**src/rtl/uart_cmd_bridge.sv**
```systemverilog
// uart_cmd_bridge
//   Host-facing command responder behind a UART byte interface. It parses framed commands from the
//   RX side, issues one 32-bit read or write on a valid/ready memory bus, and sends the reply bytes
//   back through the TX side. This is the debug/load path into SoC memory.
//
//   Frames (multi-byte fields MSB first):
//     write : 0x57 A3 A2 A1 A0 D3 D2 D1 D0  -> reply 0x4B
//     read  : 0x52 A3 A2 A1 A0              -> reply D3 D2 D1 D0
//     other first byte                      -> reply 0x45, no bus access
//     bus timeout                           -> reply 0x45
//
// Parameters
//   TIMEOUT_CYCLES  inter-byte idle limit inside a frame; on expiry the frame is dropped silently
//   BUS_TIMEOUT     max cycles o_mem_valid is held without i_mem_ready before an error reply
//
// Ports
//   i_clk                   clock
//   i_rst                   synchronous reset, active-high
//   i_uart_received         one-cycle strobe, i_uart_rx_byte valid
//   i_uart_rx_byte[7:0]     received byte
//   i_uart_recv_error       UART framing error strobe
//   o_uart_transmit         one-cycle request to send o_uart_tx_byte
//   o_uart_tx_byte[7:0]     byte to send, stable while o_uart_transmit=1
//   i_uart_is_transmitting  UART TX busy
//   o_mem_valid             bus request
//   i_mem_ready             bus completion (transfer when valid & ready)
//   o_mem_addr[31:0]        byte address, passed unmodified
//   o_mem_wdata[31:0]       write data
//   o_mem_wstrb[3:0]        4'hF for write, 4'h0 for read
//   i_mem_rdata[31:0]       read data, sampled on the transfer cycle
//   o_busy                  high whenever the bridge is not idle

module uart_cmd_bridge #(
  parameter int unsigned TIMEOUT_CYCLES = 100000,
  parameter int unsigned BUS_TIMEOUT    = 1024
) (
  input  logic        i_clk,
  input  logic        i_rst,
  input  logic        i_uart_received,
  input  logic [7:0]  i_uart_rx_byte,
  input  logic        i_uart_recv_error,
  output logic        o_uart_transmit,
  output logic [7:0]  o_uart_tx_byte,
  input  logic        i_uart_is_transmitting,
  output logic        o_mem_valid,
  input  logic        i_mem_ready,
  output logic [31:0] o_mem_addr,
  output logic [31:0] o_mem_wdata,
  output logic [3:0]  o_mem_wstrb,
  input  logic [31:0] i_mem_rdata,
  output logic        o_busy
);

  // Counters only ever need to reach LIMIT-1: the expiry decision is taken on that cycle.
  localparam int unsigned IdleW = (TIMEOUT_CYCLES > 1) ? $clog2(TIMEOUT_CYCLES) : 1;
  localparam int unsigned BusW  = (BUS_TIMEOUT > 1) ? $clog2(BUS_TIMEOUT) : 1;

  localparam logic [IdleW-1:0] IdleLast = IdleW'(TIMEOUT_CYCLES - 1);
  localparam logic [BusW-1:0]  BusLast  = BusW'(BUS_TIMEOUT - 1);

  localparam logic [7:0] CmdWrite = 8'h57;
  localparam logic [7:0] CmdRead  = 8'h52;
  localparam logic [7:0] RespAck  = 8'h4B;
  localparam logic [7:0] RespErr  = 8'h45;

  typedef enum logic [2:0] {
    StIdle,
    StAddr,
    StWdata,
    StBus,
    StResp,
    StTxGap
  } state_e;

  state_e           r_state;
  logic             r_is_write;
  logic [1:0]       r_byte_cnt;
  logic [31:0]      r_addr;
  logic [31:0]      r_wdata;
  logic [IdleW-1:0] r_idle_cnt;
  logic [BusW-1:0]  r_bus_cnt;
  logic [31:0]      r_resp_sr;
  logic [2:0]       r_resp_cnt;
  logic             r_tx;
  logic [7:0]       r_tx_byte;

  state_e           w_state_d;
  logic             w_is_write_d;
  logic [1:0]       w_byte_cnt_d;
  logic [31:0]      w_addr_d;
  logic [31:0]      w_wdata_d;
  logic [IdleW-1:0] w_idle_cnt_d;
  logic [BusW-1:0]  w_bus_cnt_d;
  logic [31:0]      w_resp_sr_d;
  logic [2:0]       w_resp_cnt_d;
  logic             w_tx_d;
  logic [7:0]       w_tx_byte_d;

  // A byte flagged with a framing error is never treated as data.
  logic w_rx_ok;
  assign w_rx_ok = i_uart_received & ~i_uart_recv_error;

  always_ff @(posedge i_clk) begin
    if (i_rst) begin
      r_state    <= StIdle;
      r_is_write <= 1'b0;
      r_byte_cnt <= '0;
      r_addr     <= '0;
      r_wdata    <= '0;
      r_idle_cnt <= '0;
      r_bus_cnt  <= '0;
      r_resp_sr  <= '0;
      r_resp_cnt <= '0;
      r_tx       <= 1'b0;
      r_tx_byte  <= '0;
    end else begin
      r_state    <= w_state_d;
      r_is_write <= w_is_write_d;
      r_byte_cnt <= w_byte_cnt_d;
      r_addr     <= w_addr_d;
      r_wdata    <= w_wdata_d;
      r_idle_cnt <= w_idle_cnt_d;
      r_bus_cnt  <= w_bus_cnt_d;
      r_resp_sr  <= w_resp_sr_d;
      r_resp_cnt <= w_resp_cnt_d;
      r_tx       <= w_tx_d;
      r_tx_byte  <= w_tx_byte_d;
    end
  end

  always_comb begin
    w_state_d    = r_state;
    w_is_write_d = r_is_write;
    w_byte_cnt_d = r_byte_cnt;
    w_addr_d     = r_addr;
    w_wdata_d    = r_wdata;
    w_idle_cnt_d = r_idle_cnt;
    w_bus_cnt_d  = '0;
    w_resp_sr_d  = r_resp_sr;
    w_resp_cnt_d = r_resp_cnt;
    w_tx_d       = 1'b0;
    w_tx_byte_d  = r_tx_byte;

    unique case (r_state)
      StIdle: begin
        if (w_rx_ok) begin
          w_byte_cnt_d = '0;
          w_idle_cnt_d = '0;
          if (i_uart_rx_byte == CmdWrite) begin
            w_is_write_d = 1'b1;
            w_state_d    = StAddr;
          end else if (i_uart_rx_byte == CmdRead) begin
            w_is_write_d = 1'b0;
            w_state_d    = StAddr;
          end else begin
            w_resp_sr_d  = {RespErr, 24'h0};
            w_resp_cnt_d = 3'd1;
            w_state_d    = StResp;
          end
        end
      end

      StAddr, StWdata: begin
        if (i_uart_recv_error) begin
          w_state_d = StIdle;
        end else if (i_uart_received) begin
          w_idle_cnt_d = '0;
          w_byte_cnt_d = r_byte_cnt + 2'd1;
          if (r_state == StAddr) begin
            w_addr_d = {r_addr[23:0], i_uart_rx_byte};
          end else begin
            w_wdata_d = {r_wdata[23:0], i_uart_rx_byte};
          end
          if (r_byte_cnt == 2'd3) begin
            // Byte count wraps to 0, ready for the data field of a write.
            if (r_state == StAddr && r_is_write) begin
              w_state_d = StWdata;
            end else begin
              w_state_d = StBus;
            end
          end
        end else if (r_idle_cnt >= IdleLast) begin
          w_state_d = StIdle;
        end else begin
          w_idle_cnt_d = r_idle_cnt + IdleW'(1);
        end
      end

      StBus: begin
        // A transfer on the final allowed cycle beats the timeout.
        if (i_mem_ready) begin
          if (r_is_write) begin
            w_resp_sr_d  = {RespAck, 24'h0};
            w_resp_cnt_d = 3'd1;
          end else begin
            w_resp_sr_d  = i_mem_rdata;
            w_resp_cnt_d = 3'd4;
          end
          w_state_d = StResp;
        end else if (r_bus_cnt >= BusLast) begin
          w_resp_sr_d  = {RespErr, 24'h0};
          w_resp_cnt_d = 3'd1;
          w_state_d    = StResp;
        end else begin
          w_bus_cnt_d = r_bus_cnt + BusW'(1);
        end
      end

      StResp: begin
        if (!i_uart_is_transmitting) begin
          w_tx_d       = 1'b1;
          w_tx_byte_d  = r_resp_sr[31:24];
          w_resp_sr_d  = {r_resp_sr[23:0], 8'h0};
          w_resp_cnt_d = r_resp_cnt - 3'd1;
          w_state_d    = StTxGap;
        end
      end

      StTxGap: begin
        // The UART busy flag reflects our request only one cycle later; wait it out here.
        w_state_d = (r_resp_cnt != 3'd0) ? StResp : StIdle;
      end

      default: begin
        w_state_d = StIdle;
      end
    endcase
  end

  assign o_uart_transmit = r_tx;
  assign o_uart_tx_byte  = r_tx_byte;
  assign o_mem_valid     = (r_state == StBus);
  assign o_mem_addr      = r_addr;
  assign o_mem_wdata     = r_wdata;
  assign o_mem_wstrb     = {4{r_is_write}};
  assign o_busy          = (r_state != StIdle);

endmodule

```
**config.mk**
```make
export PLATFORM = sky130hd
export DESIGN_NAME = uart_cmd_bridge
export DESIGN_NICKNAME = d
export VERILOG_FILES = /design/src/rtl/uart_cmd_bridge.sv
export SDC_FILE = /design/constraint.sdc
export NUM_CORES = 1
export LEC_CHECK = 0
export ABC_AREA = 1
export CAP_MARGIN = 30
export CORE_MARGIN = 5
export CORE_UTILIZATION = 30
export CTS_CLUSTER_DIAMETER = 60
export CTS_CLUSTER_SIZE = 28
export DETAILED_ROUTE_END_ITERATION = 10
export SYNTH_ARGS = -nofsm -noshare
export SYNTH_HDL_FRONTEND = slang
export SYNTH_SLANG_ARGS = --single-unit
```
**constraint.sdc**
```tcl
create_clock -name i_clk -period 3.4 [get_ports i_clk]
set_clock_uncertainty 0.05 [all_clocks]
set_input_delay 0.51 -clock i_clk [delete_from_list [all_inputs] [get_ports i_clk]]
set_output_delay 0.51 -clock i_clk [all_outputs]
set_load 0.005 [all_outputs]
```
== Yosys cells after proc, flatten, opt, wreduce, memory -nomap -nowiden ==
Cells that the tools add are included.
Widths: inputs -> output; s select.

* Register bits: 141
* Output and inout bits: 79
* Word-level logic and storage cells: 100

* Add/sub/neg operators: 4
* Order comparisons: 2
* Eq/ne operators: 18
* Multiplexer cells: 41
* Bitwise operators: 6
* Reduce and logical (&&, ||, !) cells: 18

{| class="wikitable"
|+ Operators by type and width
! kind !! number
|-
| $mux 32 || 7
|-
| $pmux 32 s3 || 1
|-
| $mux 17 || 4
|-
| $mux 3 || 18
|-
| $pmux 17 s2 || 1
|-
| $add 17x1->17 const B || 1
|-
| $ge 17x17->1 const B || 1
|-
| $eq 8x7->1 const B || 2
|-
| $reduce_and 4->1 || 4
|-
| $pmux 3 s5 || 1
|-
| $ne 2x2->1 const B || 6
|-
| $add 10x1->10 const B || 1
|-
| $ge 10x10->1 const B || 1
|-
| $pmux 3 s3 || 1
|-
| $reduce_bool 3->1 || 3
|-
| $ne 4x4->1 const B || 2
|-
| $eq 3x2->1 const B || 2
|-
| $eq 3x3->1 const B || 2
|-
| $mux 2 || 3
|-
| $reduce_and 6->1 || 1
|-
| $not 1->1 || 5
|-
| $reduce_and 5->1 || 1
|-
| $mux 1 || 4
|-
| $pmux 2 s2 || 1
|-
| 14 further kinds || 16
|}

== Depth between registers and ports, before layout ==
Gate-level depths: netlist (run 1).

* Word-level depth: 7
* Mapped depth: 13

== Worst setup path after synthesis (run 1) ==
OpenSTA, ideal clock, no wires.

* Path type: register to register
* Start: reg r_idle_cnt[0]
* End: reg r_idle_cnt[2]
* Library setup time: 113 ps
* Arrival time: 1565 ps
* Required time: 3237 ps
* Setup slack: 1671 ps
* Cell stages (with the launch flop): 13
* Path buffers: 2
* Clock period less this slack: 1729 ps
* Path through: dfxtp_1 > ha_1 > nand2_1 > nor2_1 > nand3_1 > nand3_1 > o21bai_1 > nand2_1 > nand2_1 > buf_6 > buf_6 > a21oi_2 > nor2_1

* Word-level cells in the longest chain between the ends: 5
* Elaborated cells between the ends (all ways): 8
* Classes of those cells: add/sub: 1; order compare: 1; eq/ne: 1; mux: 4; reduce/logical: 1

{| class="wikitable"
|+ RTL lines
! element !! line !! text
|-
| start, declared || 80 || <nowiki>logic [IdleW-1:0] r_idle_cnt;</nowiki>
|-
| start signal, assigned || 122 || <nowiki>r_idle_cnt <= w_idle_cnt_d;</nowiki>
|-
| $add 17x1->17 || 185 || <nowiki>w_idle_cnt_d = r_idle_cnt + IdleW'(1);</nowiki>
|-
| $mux 17 || 182 || <nowiki>end else if (r_idle_cnt >= IdleLast) begin</nowiki>
|-
| $mux 17 || 166 || <nowiki>end else if (i_uart_received) begin</nowiki>
|-
| $mux 17 || 164 || <nowiki>if (i_uart_recv_error) begin</nowiki>
|-
| $pmux 17 s2 || 144 || <nowiki>unique case (r_state)</nowiki>
|}

Several ways; a longest one is shown, not always the timed one. The select of a mux whose other input is x is not followed.
A chain may end at the register's enable or synchronous reset.

== Worst setup path in the final report (run 1) ==
* Start: reg r_idle_cnt[0]
* End: reg r_idle_cnt[10]

The elaborated chain is that of the path after synthesis.

==> results.cfg, run 1 <==
[placed_design]
io_buffers = 124
dp_worst_setup_slack_ns = 0.826
postPlaceCellArea_um2 = 7710
dp_hpwl_um = 11900
dp.cells = 1239
gp_congestion = 0.847

[sta]
fmax_ghz = 0.423
timing.hold.ws_ns = 0.404
timing.setup.tns_ns = 0
period_share = 0.695
setup_violations = 0
worst_slew_pin_slew_ns = 0.682
setup_ws_ns = 1.04
min_period_ns = 2.36
slew_viol_final = 0
rsz0062_at_grt = no
final-hold-violation-count = 0
slew_headroom = 0.545

[synthesis]
synth_flop_cell = dfxtp_1
postSynthAreaPerCell_um2 = 7.16
synth_warnings = 0
ys_ff_latch = 141
syn_area_um2 = 6320
synth_edf_count = 0
ys_seq_area_frac = 0.446
synth_most_common_cell = nand2_1
postSynthCellCount = 883
synth_top_area_frac = 0.446
synth_top_area_cell = dfxtp_1
synthTopCellsByCount = nand2_1 (183), nor2_1 (152), dfxtp_1 (141)
synth_cell_types = 42
ys_async_sr_fraction = 0
synth_area_leaders = dfxtp_1 (45%), nand2_1 (11%), nor2_1 (9.0%)
synth_nets = 934

[die]
die_h_um = 155
fp.dieArea_um2 = 24100
ioPinCount = 125
start_util = 0.303
core_um2 = 20900
row_count = 53
dieWidth_um = 155

[cts]
htree_levels = 4
clkTransAtPathRegs_ns = 0.06
ctsResizeCount = 0
clockBufferDepth = 2
clock_sinks = 141
cts_setup_buffers = 0
postCtsHoldBufs = 0
cts-root-buf = clkbuf_16
cts-buffers-inserted = 17
cts_tree = done
clkLatencyLatePin_ns = 0.42

[detailed_routing]
drc = 0
drt_iter0_markers = 332
dr_total_vias = 6028
ant_nets = 0
firstDrtPassIters = 5
wl_um = 17500
wl_per_cell_um = 13.8
vias_per_cell = 4.74

[final_layout]
design_area_um2 = 8280
layout-drive-gt1-share = 0.0884
final_cells = 1271
n_antenna_cell = 0
nets = 1034
area_delta_synth_final_pct = 31.0
post-route-util = 0.396

[power]
p_leak_nw = 3.14
p_per_area_nw_per_um2 = 686
vdd_drop_max_uv = 381
power.total_mw = 5.68

[worst_setup_path]
max_stage_delay_ns = 0.37
rr_endpoint = r_idle_cnt[10]
crit_chain = ha_1 > nand2_1 > nor2_1 > nand3_1 > nand3_1 > o21bai_1 > nand2_1 > nand2_1 > buf_4 > nand3_1 > a21oi_1
cp_max_fo = 17
rr_startpoint = r_idle_cnt[0]
cp-start-kind = flop
cp-end-kind = flop
worstRegToRegCells = 11
r2r_slack_ns = 1.04
crit_required_ns = 3.69
cp_slowest_cell = dfxtp_1
cp.arrival_ns = 2.65
critPathKind = reg2reg

[global_route]
antenna_found_initial = 1
grt_pass1_vias = 5730
grt_max_degree = 69
grt_pass1_wl_um = 28600
grt_use_total = 0.144
grt_overflow = 0

[flow_run]
maxCapViolations = 0

[worst_hold_path]
whs_endpoint = r_bus_cnt[0]
hold_depth = 1
hp-class = reg2reg
hp-start = r_bus_cnt[0]

[outcome]
status = complete, no violations
[sequential cells by signal (all words and copies together) (netlist names)]
register	flops
o_mem_addr	32
o_mem_wdata	32
o_uart_transmit	1
o_uart_tx_byte	8
r_bus_cnt	10
r_byte_cnt	2
r_idle_cnt	17
r_is_write	1
r_resp_cnt	3
r_resp_sr	32
r_state	3
[cells by family after synthesis]
group	share of synthesized area
adder cells (fa/ha/maj)	0.00990
flip-flops	0.446
XOR/XNOR	0.00554
AND/OR/NAND/NOR	0.316
buffers and inverters	0.0742
AO/OA/AOI/OAI	0.147
[cell type report]
| type | count | area [µm²] |
|---|---|---|
| fillers | 2182 | 12600 |
| well taps | 275 | 344 |
| multi-input cells | 637 | 3040 |
| inverters | 53 | 199 |
| repair buffers | 133 | 1300 |
| clock inverters | 13 | 141 |
| clock buffers | 19 | 433 |
| flip-flops and latches | 141 | 2820 |
[worst max-delay path by stage]
stage / from / to / slack, ns / cells after the start
floorplan: r_idle_cnt[0] / r_idle_cnt[2] / 1.67 / 12
CTS: r_idle_cnt[0] / r_idle_cnt[10] / 1.02 / 11
detailed placement: i_uart_received / r_idle_cnt[11] / 0.83 / 8
finish: r_idle_cnt[0] / r_idle_cnt[10] / 1.04 / 11
global route: r_idle_cnt[0] / r_idle_cnt[8] / 0.78 / 11
global placement: i_uart_received / r_idle_cnt[11] / 0.87 / 8
[worst max-delay path, delay by kind of cell, from the launching register on]
family	cells	cell delay, ns
and+or+nand+nor	7	0.91
AOI/OAI and AO/OA	2	0.33
buffers and inverters	1	0.33
adders and majority gates	1	0.30
DFF	1	0.37
[placed cells by master, fill, tap and decap left out, types with 18 or more instances in the layout]
| cell type | n |
|---|---|
| a21oi_1 | 78 |
| inv_1 | 34 |
| o21ai_0 | 36 |
| clkdlybuf4s50_1 | 123 |
| nor2_1 | 151 |
| nand2_1 | 183 |
| nand3_1 | 87 |
| a22oi_1 | 19 |
| dfxtp_1 | 141 |
| inv_2 | 18 |
[report_power, final]
group	switching, mW	leakage [nW]	internal [mW]
registers	0.200	1.14	1.90
clock network	0.737	0.274	1.08
logic	1.11	1.72	0.647
total	2.05	3.14	3.63
[metal layers]
layer	routed length (µm)	GRT usage
met5	13	0
met4	146	0.0454
met3	1320	0.0584
met2	7760	0.216
met1	8260	0.190
Power figures use the tool's default switching activity.
==> run 2, diff against run 1 <==
==> constraint.sdc (replaced) <==
create_clock -name i_clk -period 2.05 [get_ports i_clk]
set_clock_uncertainty 0.05 [all_clocks]
set_input_delay 0.3075 -clock i_clk [delete_from_list [all_inputs] [get_ports i_clk]]
set_output_delay 0.3075 -clock i_clk [all_outputs]
set_load 0.005 [all_outputs]
==> run 2 against run 1 <==
Routed wire length is essentially flat. Combinational power grew 93%. Clock-buffer cell count shrank 2. Worst hold slack lost 0.18 ns. Sequential share of layout area shrank 1.5 points. Flip-flop and latch count is the same. Critical path depth shrank 6. Global-route usage grew 0.23 points. Non-clock buffer count grew 35. Clock power grew 66%. Power grew 74%.
==> results.cfg, run 2 (synthesis gave the netlist of run 1 again) <==
[cts]
postCtsHoldBufs = 0
clkTransAtPathRegs_ns = 0.07
clkLatencyLatePin_ns = 0.43
cts-buffers-inserted = 17
cts-root-buf = clkbuf_16
cts_tree = done
clock_sinks = 141
htree_levels = 4
clockBufferDepth = 2

[worst_setup_path]
cp-endpoint = o_mem_valid
cp.arrival_ns = 1.62
rr_endpoint = r_idle_cnt[9]
cp-start-kind = flop
cp-startpoint = r_state[1]
worstRegToRegCells = 11
cp_max_fo = 7
r2r_slack_ns = 0.22
crit_required_ns = 1.69
rr_startpoint = r_idle_cnt[1]
critPathKind = reg2out
cp-end-kind = primary output

[global_route]
grt_overflow = 0
grt_pass1_vias = 5924
grt_pass1_wl_um = 29300
grt_max_degree = 64
grt_use_total = 0.146
antenna_found_initial = 0

[die]
row_count = 53
ioPinCount = 125
start_util = 0.303
fp.dieArea_um2 = 24100
dieWidth_um = 155
core_um2 = 20900
die_h_um = 155

[sta]
period_share = 0.964
fmax_ghz = 0.506
min_period_ns = 1.98
setup_violations = 0
slew_viol_final = 0
final-hold-violation-count = 0
worst_slew_pin_slew_ns = 0.688
slew_headroom = 0.541
timing.setup.tns_ns = 0
timing.hold.ws_ns = 0.228

[outcome]
status = complete, no violations

[final_layout]
layout_commonest_cell = nand2_1
num-fill-cells = 2134
final_cell_mix = nand2_1 (182), nor2_1 (150), dfxtp_1 (138), clkdlybuf4s50_1 (122), nand3_1 (87)
n_antenna_cell = 0
design_area_um2 = 8690
layout-drive-gt1-share = 0.126
nets = 1069
area_delta_synth_final_pct = 37.5

[detailed_routing]
ant_nets = 0
vias_per_cell = 4.71
firstDrtPassIters = 5
drc = 0
dr_total_vias = 6155
wl_per_cell_um = 13.4
drt_iter0_markers = 294
wl_um = 17500

[placed_design]
io_buffers = 124
gp_congestion = 0.852
postPlaceCellArea_um2 = 8100
dp_hpwl_um = 12300

[power]
p_leak_nw = 3.37
power.total_mw = 9.90
vdd_drop_max_uv = 765
p_per_area_nw_per_um2 = 1140

[flow_run]
maxCapViolations = 0

[worst_hold_path]
hp-class = in2reg
==> run 2: cell type report <==
cell class	count	area (µm²)	share of cell area
multi-input combinational	637	3050	0.351
sequential	141	2830	0.326
timing repair buffer	168	1690	0.194
clock buffer	17	425	0.0489
tap	275	344	0.0396
inverter	53	204	0.0235
clock inverter	15	151	0.0174
==> run 2: critical path, cell delays in order (launching register included) <==
cell and delay, ns:
dfxtp_4 0.36, nand2_1 0.06, inv_2 0.08, nand2_4 0.09
inv_6 0.09, clkdlybuf4s50_1 0.50
==> run 2: metal layers <==
layer  vias up  global-route usage  share of wire
li1       3194                   -              -
met1      2817               0.188           0.46
met2       128               0.228           0.45
met3        16              0.0559          0.077
met4         0              0.0459          0.012
met5         -                   0              0
==> run 2: how the worst min path moves through the flow <==
stage | from | endpoint | slack (ns) | cells after the start
floorplan | r_bus_cnt[0] | r_bus_cnt[0] | 0.37 | 1
global placement | r_bus_cnt[0] | r_bus_cnt[0] | 0.38 | 1
detailed placement | r_bus_cnt[0] | r_bus_cnt[0] | 0.39 | 1
CTS | i_rst | r_resp_sr[30] | 0.21 | 4
global route | i_rst | r_resp_sr[29] | 0.23 | 4
finish | i_rst | r_resp_sr[28] | 0.23 | 4
==> run 2: stage by stage <==
| stage | utilization | worst slack, ns | instances |
|---|---|---|---|
| floorplan | - | 0.321 | 883 |
| global placement | 0.388 | -0.0881 | 1274 |
| detailed placement | 0.388 | -0.108 | 1274 |
| CTS | 0.416 | 0.0431 | 1306 |
| global route | 0.416 | -0.0245 | 1306 |
| finish | 0.416 | 0.0743 | 1306 |
==> run 2: timing repair <==
action | in CTS | in global routing
resized for setup | 5 | 6
pin swaps | 0 | 0
hold endpoints to repair | 0 | 0
buffers inserted | 0 | 0
endpoints found under the setup margin | 2 | 18
==> run 2: report_power, final <==
group / total [mW] / switching [mW] / leakage, nW / internal (mW)
sequential: 3.48 / 0.321 / 1.15 / 3.16
combinational: 3.39 / 1.95 / 1.95 / 1.44
clock: 3.03 / 1.32 / 0.273 / 1.71
total: 9.90 / 3.59 / 3.37 / 6.31
==> run 3, diff against run 2 <==
--- a/config.mk
+++ b/config.mk
@@ -7,10 +7,10 @@
 export LEC_CHECK = 0
 export ABC_AREA = 1
 export CAP_MARGIN = 30
-export CORE_MARGIN = 5
+export CORE_MARGIN = 4
 export CORE_UTILIZATION = 30
 export CTS_CLUSTER_DIAMETER = 60
-export CTS_CLUSTER_SIZE = 28
+export CTS_CLUSTER_SIZE = 24
 export DETAILED_ROUTE_END_ITERATION = 10
 export SYNTH_ARGS = -nofsm -noshare
 export SYNTH_HDL_FRONTEND = slang
==> run 3 against run 2 <==
Cell area about the same. Combinational power about the same. Largest cell class unchanged. Die area fell by 2.6%. Via count decreased by 0.68%. Routed wire length is 0.31% lower. Global-route usage grew 0.35 points. Clock-buffer cell count grew 1. Critical endpoint is now r_resp_cnt[0].
==> results.cfg, run 3 (synthesis gave the netlist of run 1 again) <==
[worst_setup_path]
r2r_slack_ns = 0.22
critPathKind = in2reg
worst-path-buf-inv = 4
cp.arrival_ns = 2.18
crit_chain = clkdlybuf4s50_1 > nand4_1 > a21oi_1 > buf_4 > nor2_1 > a21oi_4 > inv_2 > nand2_2 > buf_12 > nand2_1 > a21oi_1
rr_endpoint = r_idle_cnt[9]
cp-end-kind = flop
crit_family = buffers and inverters
rr_startpoint = r_idle_cnt[0]
cp-start-kind = primary input
crit_required_ns = 2.35
cpMostUsedCell = a21oi_1
cp_max_fo = 15
worstRegToRegCells = 11
max_stage_delay_ns = 0.54
cp_slowest_cell = clkdlybuf4s50_1

[sta]
final-hold-violation-count = 0
timing.hold.ws_ns = 0.342
worst_slew_pin_slew_ns = 0.694
fmax_ghz = 0.531
setup_violations = 0
slew_headroom = 0.537
min_period_ns = 1.88
period_share = 0.918
setup_ws_ns = 0.167
rsz0062_at_grt = no
slew_viol_final = 0

[die]
core_um2 = 20500
fp.dieArea_um2 = 23500
start_util = 0.308
dieWidth_um = 153
ioPinCount = 125
row_count = 52
die_h_um = 153

[cts]
clkTransAtPathRegs_ns = 0.06
clockBufferDepth = 2
postCtsHoldBufs = 0
clkLatencyLatePin_ns = 0.42
htree_levels = 4
cts-root-buf = clkbuf_16
cts_setup_buffers = 0
clock_sinks = 141
cts-buffers-inserted = 17
ctsResizeCount = 4
cts_tree = done

[final_layout]
post-route-util = 0.424
n_antenna_cell = 0
num-fill-cells = 2097
layout_commonest_cell = nand2_1
area_delta_synth_final_pct = 37.4
final_cell_mix = nand2_1 (183), nor2_1 (151), dfxtp_1 (138), clkdlybuf4s50_1 (121), nand3_1 (87)
nets = 1070
final_cells = 1302
layout-drive-gt1-share = 0.124

[power]
vdd_drop_max_uv = 739
p_leak_nw = 3.38
power.total_mw = 9.95
p_per_area_nw_per_um2 = 1140

[placed_design]
dp_hpwl_um = 12200
io_buffers = 124
dp.cells = 1270
gp_congestion = 0.887
dp_worst_setup_slack_ns = -0.239

[worst_hold_path]
hold_depth = 5
whs_endpoint = r_resp_sr[11]
hp-start = i_rst
hp-class = in2reg

[detailed_routing]
wl_um = 17400
drt_iter0_markers = 324
dr_total_vias = 6113
vias_per_cell = 4.70
wl_per_cell_um = 13.4
firstDrtPassIters = 5
drc = 0
ant_nets = 0

[flow_run]
maxCapViolations = 0

[global_route]
grt_pass1_vias = 5884
grt_overflow = 0
grt_pass1_wl_um = 29600
grt_use_total = 0.150
antenna_found_initial = 1
grt_max_degree = 64

[outcome]
status = complete, no violations
[run 3: through the flow]
step | cell area, µm² | setup TNS [ns]
3_3_place_gp | 8080 | -5.40
5_1_grt | 8690 | 0
4_1_cts | 8680 | 0
2_1_floorplan | 6320 | 0
6_report | 8690 | 0
3_5_place_dp | 8080 | -6.50
[run 3: routing by layer]
| layer | GRT usage | routed length (µm) | up-vias |
|---|---|---|---|
| li1 | - | - | 3183 |
| met1 | 0.200 | 8070 | 2784 |
| met5 | 0 | 15 | - |
| met4 | 0.0526 | 265 | 2 |
| met2 | 0.224 | 7810 | 126 |
| met3 | 0.0537 | 1260 | 18 |
[run 3: worst reg2reg max path: cells and delay by family, from the launching register on]
family / cells / cell delay [ns]
AO/OA/AOI/OAI: 2 / 0.28
adder cells (fa/ha/maj): 1 / 0.21
buffers and inverters: 1 / 0.24
flip-flops: 1 / 0.35
AND/OR/NAND/NOR: 7 / 0.62
[run 3: area by class of cell]
cell class / count / area, µm² / area share
Inverter: 53 / 201 / 0.0232
Tap cell: 270 / 338 / 0.0389
Timing Repair Buffer: 169 / 1690 / 0.194
Clock buffer: 18 / 429 / 0.0494
Clock inverter: 14 / 159 / 0.0183
Multi-Input combinational cell: 637 / 3040 / 0.350
Sequential cell: 141 / 2830 / 0.326
[run 3: how the worst max path moves through the flow]
stage | from | end | slack [ns] | cells after the start
floorplan | r_idle_cnt[0] | r_idle_cnt[2] | 0.32 | 12
detailed placement | i_uart_rx_byte[1] | r_resp_sr[0] | -0.24 | 11
CTS | r_state[0] | o_mem_valid | 0.007 | 5
finish | i_uart_rx_byte[1] | r_resp_cnt[0] | 0.17 | 11
global route | r_idle_cnt[0] | r_idle_cnt[10] | 0.04 | 11
global placement | i_uart_rx_byte[1] | r_resp_sr[25] | -0.19 | 11
[run 3: power by group]
part | switching (mW) | total (mW) | internal, mW
Sequential | 0.318 | 3.47 | 3.15
Clock | 1.28 | 3.10 | 1.81
Combinational | 1.95 | 3.38 | 1.42
